File: src/rtl/cpu0_pkg.sv
`default_nettype none
// ============================================================================
// Module : cpu0_pkg
// Brief  : Types and constants shared by the CPU0 fetch unit and execute core.
// Rev    : 1.0
// ============================================================================
package cpu0_pkg;

  localparam int INSTR_W = 32;

  // Control-transfer opcodes; the core redirects fetch when it resolves these.
  localparam logic [7:0] JMP  = 8'h26;
  localparam logic [7:0] CALL = 8'h2B;
  localparam logic [7:0] RET  = 8'h2C;
  localparam logic [7:0] SWI  = 8'h2A;

  typedef enum logic [0:0] {
    FETCH = 1'b0,
    FULL  = 1'b1
  } fetch_state_e;

endpackage
`default_nettype wire

File: src/rtl/cpu0_fifo.sv
`default_nettype none
// ============================================================================
// Module : cpu0_fifo
// Brief  : Synchronous prefetch FIFO with flush; head is read combinationally.
// Rev    : 1.0
// ============================================================================
module cpu0_fifo
  import cpu0_pkg::*;
#(
  parameter int DEPTH = 4,
  parameter int WIDTH = 2 * INSTR_W,
  localparam int PTR_W = $clog2(DEPTH),
  localparam int CNT_W = PTR_W + 1
) (
  input  logic             clock,
  input  logic             reset_n,
  input  logic             flush,
  input  logic             push,
  input  logic [WIDTH-1:0] wdata,
  input  logic             pop,
  output logic [WIDTH-1:0] rdata,
  output logic             full,
  output logic             empty,
  output logic [CNT_W-1:0] count
);

  logic [WIDTH-1:0] mem_q [DEPTH];
  logic [PTR_W-1:0] wr_ptr_q;
  logic [PTR_W-1:0] rd_ptr_q;
  logic [CNT_W-1:0] count_q;
  logic             w_push;
  logic             w_pop;

  assign full   = (count_q == CNT_W'(DEPTH));
  assign empty  = (count_q == '0);
  assign count  = count_q;
  assign rdata  = mem_q[rd_ptr_q];
  assign w_push = push && !full;
  assign w_pop  = pop && !empty;

  always_ff @(posedge clock) begin
    if (!reset_n || flush) begin
      wr_ptr_q <= '0;
      rd_ptr_q <= '0;
      count_q  <= '0;
    end else begin
      if (w_push) wr_ptr_q <= wr_ptr_q + PTR_W'(1);
      if (w_pop)  rd_ptr_q <= rd_ptr_q + PTR_W'(1);
      case ({w_push, w_pop})
        2'b10:   count_q <= count_q + CNT_W'(1);
        2'b01:   count_q <= count_q - CNT_W'(1);
        default: count_q <= count_q;
      endcase
    end
  end

  // Storage needs no reset: entries are only visible once counted in.
  always_ff @(posedge clock) begin
    if (reset_n && !flush && w_push) mem_q[wr_ptr_q] <= wdata;
  end

endmodule
`default_nettype wire

File: src/rtl/cpu0_ifetch.sv
`default_nettype none
// ============================================================================
// Module : cpu0_ifetch
// Brief  : Byte-serial big-endian instruction fetch with prefetch queue.
// Config : CPU0_IFETCH_BYPASS_EN - empty-queue word bypass to ir outputs.
// Rev    : 1.0
// ============================================================================
module cpu0_ifetch
  import cpu0_pkg::*;
#(
  parameter int          DEPTH    = 4,
  parameter logic [31:0] RESET_PC = 32'h0
) (
  input  logic               clock,
  input  logic               reset_n,
  output logic               mem_req,
  output logic [31:0]        mem_addr,
  input  logic               mem_ack,
  input  logic [7:0]         mem_rdata,
  output logic               ir_valid,
  output logic [INSTR_W-1:0] ir,
  output logic [31:0]        ir_pc,
  input  logic               ir_ready,
  input  logic               redirect,
  input  logic [31:0]        redirect_pc
);

  localparam int CNT_W = $clog2(DEPTH) + 1;

  fetch_state_e         state_q, state_d;
  logic                 run_q;
  logic [31:0]          fetch_pc_q, fetch_pc_d;
  logic [1:0]           byte_cnt_q, byte_cnt_d;
  logic [INSTR_W-1:0]   word_q, word_d;

  logic                 w_byte_ack;
  logic                 w_word_done;
  logic [INSTR_W-1:0]   w_word;
  logic                 w_bypass;
  logic                 w_pop;
  logic                 fifo_push;
  logic                 fifo_pop;
  logic [63:0]          fifo_rdata;
  logic                 fifo_full;
  logic                 fifo_empty;
  logic [CNT_W-1:0]     fifo_count;

  // run_q holds mem_req low for the cycle immediately following reset.
  assign mem_req     = run_q && (state_q == FETCH) && !fifo_full;
  assign mem_addr    = fetch_pc_q + {30'd0, byte_cnt_q};
  assign w_byte_ack  = mem_req && mem_ack && !redirect;
  assign w_word_done = w_byte_ack && (byte_cnt_q == 2'd3);
  assign w_word      = {word_q[31:8], mem_rdata};

`ifdef CPU0_IFETCH_BYPASS_EN
  assign w_bypass = fifo_empty && w_word_done;
`else
  assign w_bypass = 1'b0;
`endif

  assign w_pop     = ir_valid && ir_ready;
  assign fifo_push = w_word_done && !(w_bypass && ir_ready);
  assign fifo_pop  = w_pop && !w_bypass;

  cpu0_fifo #(
    .DEPTH (DEPTH),
    .WIDTH (64)
  ) u_fifo (
    .clock   (clock),
    .reset_n (reset_n),
    .flush   (redirect),
    .push    (fifo_push),
    .wdata   ({fetch_pc_q, w_word}),
    .pop     (fifo_pop),
    .rdata   (fifo_rdata),
    .full    (fifo_full),
    .empty   (fifo_empty),
    .count   (fifo_count)
  );

  always_comb begin
    ir_valid = !fifo_empty || w_bypass;
    ir       = '0;
    ir_pc    = '0;
    if (w_bypass) begin
      ir    = w_word;
      ir_pc = fetch_pc_q;
    end else if (!fifo_empty) begin
      ir    = fifo_rdata[31:0];
      ir_pc = fifo_rdata[63:32];
    end
  end

  always_comb begin
    state_d    = state_q;
    fetch_pc_d = fetch_pc_q;
    byte_cnt_d = byte_cnt_q;
    word_d     = word_q;
    if (redirect) begin
      state_d    = FETCH;
      fetch_pc_d = redirect_pc;
      byte_cnt_d = 2'd0;
      word_d     = '0;
    end else begin
      if (w_byte_ack) begin
        byte_cnt_d = byte_cnt_q + 2'd1;
        case (byte_cnt_q)
          2'd0:    word_d[31:24] = mem_rdata;
          2'd1:    word_d[23:16] = mem_rdata;
          2'd2:    word_d[15:8]  = mem_rdata;
          default: word_d[7:0]   = mem_rdata;
        endcase
      end
      if (w_word_done) fetch_pc_d = fetch_pc_q + 32'd4;
      case (state_q)
        FETCH: begin
          if (fifo_push && !fifo_pop && (fifo_count == CNT_W'(DEPTH - 1)))
            state_d = FULL;
        end
        FULL: begin
          if (w_pop) state_d = FETCH;
        end
        default: state_d = FETCH;
      endcase
    end
  end

  always_ff @(posedge clock) begin
    if (!reset_n) begin
      state_q    <= FETCH;
      run_q      <= 1'b0;
      fetch_pc_q <= RESET_PC;
      byte_cnt_q <= 2'd0;
      word_q     <= '0;
    end else begin
      state_q    <= state_d;
      run_q      <= 1'b1;
      fetch_pc_q <= fetch_pc_d;
      byte_cnt_q <= byte_cnt_d;
      word_q     <= word_d;
    end
  end

endmodule
`default_nettype wire

File: config.mk
export PLATFORM = sky130hd
export DESIGN_NAME = cpu0_ifetch
export DESIGN_NICKNAME = d
export VERILOG_FILES = /design/src/rtl/cpu0_pkg.sv /design/src/rtl/cpu0_fifo.sv /design/src/rtl/cpu0_ifetch.sv
export SDC_FILE = /design/constraint.sdc
export NUM_CORES = 1
export LEC_CHECK = 0
export BUFFER_PORTS_ARGS = -buffer_cell sky130_fd_sc_hd__buf_2
export CAP_MARGIN = 5
export CORE_AREA = 2 2 128 192
export DETAILED_ROUTE_END_ITERATION = 8
export DIE_AREA = 0 0 130 194
export GPL_TIMING_DRIVEN = 0
export PLACE_DENSITY = 0.9
export SLEW_MARGIN = 20
export SYNTH_ARGS = -nofsm -noshare
export SYNTH_HDL_FRONTEND = slang
export SYNTH_SLANG_ARGS = --single-unit
File: constraint.sdc
create_clock -name clock -period 4.4 [get_ports clock]
set_input_delay 0.44 -clock clock [delete_from_list [all_inputs] [get_ports clock]]
set_output_delay 0.44 -clock clock [all_outputs]
set_load 0.005 [all_outputs]
==> metrics.md <==
| Metric | Value |
|---|---|
| Initial Utilization | 0.582 |
| Gpl congestion | around 0.95 |
| Row Count | 69 |
| Most instantiated cells after synthesis | edfxtp_1, dfxtp_1, and2_1 |
| Slew @ Worst Pin | 0.967 ns |
| # clock sinks | 325 |
| DRT Pass-1 Iters | 6 |
| Achievable Freq | around 280 MHz |
| Syn_area_per_cell | about 15 um2 |
| Post-synth top flop | edfxtp_1 |
| Post-synthesis cell area | 0.0137 mm2 |
| Setup WS pre-CTS | 1.10 ns |
| Clk slew on worst S/H paths | ~0.070 ns |
| Core area | between 0.02 and 0.025 mm2 |
| CP max FO | 8 |
| Synth async-reset ratio | 0 |
| Fin worst setup slack | a little under 0.8 ns |
| Setup bufs post-CTS | 0 |
| RSZ-0062 raised after global routing | false |
| Nets | between 1k and 1.5k |
| Global route overflow | 0 |
| CTS tree | done |
| CP startpoint kind | register |
| Post-DRT Antenna Nets | 0 |
| Slew Limit Headroom | 0.356 |
| DRT iter0 DRCs | around 880 |
| Post-DP HPWL | 21.8 mm |
| Root Driver | clkbuf_16 |
| Resize count post-CTS | 0 |
| Largest net degree at the start of global routing | 40 |
| Slew Limit Fails | 0 |
| Max Cap Viol | 0 |
| Area leader, netlist | edfxtp_1 |
| Vias after detailed routing | between 8k and 9k |
| Min-delay worst type | primary input to register |
| Longest Clk Path Bufs | 3 |
| CP required | 3.96 ns |
| Vias in the first global route | between 8k and 9k |
| Clock Latency Late Sink | roughly 0.53 ns |
| Initial antenna violation count | 1 |
| Vias per cell | 6.12 |
| Worst EP arrival | 3.17 ns |
| Post-synth EDFFs | between 200 and 300 |
| Outcome | finished, final reports clean |
| Synth Instances | between 900 and 1k |
| Layout cells sized above 1 | 0.258 |
| Post-Syn Nets | 962 |
| Seq/Total Area, Yosys | 0.661 |
| Area contributors post-synth | edfxtp_1, mux4_2, dfxtp_1 |
| Gr usage total | 0.263 |
| CTS buffer count | 27 |
| Power per cell area | about 380 mW/mm2 |
| Wire length per cell | between 20 and 25 um |
| Area delta synth->final | 15.4% |
| Max VDD drop | between 0.4 and 0.5 mV |
| Total routed wirelength | 32.8 mm |
| Cts hold-fix bufs | 0 |
| First-pass GRT wire length | ~50 mm |
| Hold Vio Cnt, Final | 0 |
| Final min period | around 3.6 ns |
| Max Clock Skew | 0.0129 ns |
| DIE WIDTH | between 100 and 150 um |
| Synth Warn # | 0 |
| Die Area | ~0.025 mm2 |
| Final Cell Area | around 0.016 mm2 |
| Part of the cycle the worst path needs | 0.820 |
| Ports | 143 |
| Final setup violation count | 0 |
| Yosys reg bits | roughly 330 |
| Die Y | 194 um |
| Post-synth top area share | 0.561 |
| Placed cell area | between 0.01 and 0.015 mm2 |
| P_leak | approximately 5.7 nW |
| WS Path Type | register to output port |
| Most numerous cell in the Yosys netlist | edfxtp_1 |
| Post-route setup TNS | 0 ns |
| Residual DRC | 0 |
| Port Buffer Count | around 140 |
| CTS H-Tree Depth | 1 |
| Yosys cell types | 54 |
| Crit path capture type | output port |
==> per-stage QoR <==
stage	hold WS, ns	cells	util	total power, mW
2_1_floorplan	0.455	903	-	3.51
3_3_place_gp	0.472	1364	0.629	3.61
3_5_place_dp	0.501	1368	0.634	3.62
4_1_cts	0.124	1417	0.671	5.99
5_1_grt	0.137	1418	0.672	6.12
6_report	0.146	1418	0.672	5.97
==> worst max-delay path, cell delays in order, from the launching register on <==
cell and delay (ns):
dfxtp_1 0.41, ha_1 0.25, inv_1 0.07, fa_1 0.35, clkbuf_1 0.27, nor4b_1 0.78
nand4_1 0.20, xnor2_1 0.17, buf_2 0.13
==> power breakdown <==
group | switching (mW) | leakage [nW] | internal (mW)
registers | 0.0510 | 3.01 | 3.32
clock network | 1.04 | 0.428 | 1.38
logic | 0.116 | 2.29 | 0.0735
==> cell usage in the layout, fill, tap and decap left out, drive strengths merged, types with 6 or more instances in the layout <==
master and instances:
a21oi 11, a31oi 13, and2 70, and3 11
buf 166, clkbuf 76, clkinv 6, dfxtp 69
edfxtp 256, ha 12, inv 14, mux2i 28
mux4 64, nand2 52, nand3 19, nand4 17
nor2 30, nor3 11, nor4 8, o21ai 35
o31ai 8, or3 19, or4 19, xnor2 14
xor2 28
==> layout make-up <==
cell class | instances | area, um2
Antenna cell | 1 | 2.50
Buffer | 57 | 240
Clock buffer | 39 | 761
Clock inverter | 10 | 128
Fill cell | 1573 | 7740
Inverter | 15 | 56.3
Multi-Input combinational cell | 506 | 4370
Sequential cell | 325 | 9070
Tap cell | 319 | 399
Timing Repair Buffer | 146 | 806
==> final timing paths <==
check	from	endpoint	slack, ns	cells past startpoint
max reg2reg	byte_cnt_q[1]	u_fifo.count[2]	1.23	10
max	fetch_pc_q[0]	mem_addr[18]	0.79	8
min	reset_n	run_q	0.15	1
min reg2reg	word_q[17]	word_q[17]	0.51	2
==> cell families (layout without fill, tap and decap cells) <==
| group | count (synthesis) | after routing | synth area share |
|---|---|---|---|
| AND/OR/NAND/NOR | 274 | 274 | 0.113 |
| multiplexers | 92 | 92 | 0.126 |
| adder cells (fa/ha/maj) | 14 | 14 | 0.0139 |
| other | 0 | 1 | 0 |
| buffers and inverters | 72 | 267 | 0.0216 |
| XOR/XNOR | 42 | 42 | 0.0268 |
| flip-flops | 325 | 325 | 0.661 |
| AO/OA/AOI/OAI | 84 | 84 | 0.0375 |
==> registers in the layout, summed over array words and instances (netlist names), named ones only <==
| name | flops |
|---|---|
| u_fifo.rd_ptr_q | 2 |
| u_fifo.wr_ptr_q | 2 |
| byte_cnt_q | 2 |
| fetch_pc_q | 32 |
| u_fifo.count | 3 |
| u_fifo.mem_q | 256 |
| state_q | 1 |
| word_q | 24 |
| run_q | 1 |
==> routing by layer <==
| layer | vias up | track usage | routed length [um] |
|---|---|---|---|
| met4 | 0 | 0.134 | 1720 |
| met2 | 489 | 0.453 | 17300 |
| met3 | 116 | 0.0326 | 2200 |
| met5 | - | 0 | 0 |
| li1 | 3824 | - | - |
| met1 | 4244 | 0.322 | 11600 |
Power figures use the tool's default switching activity.
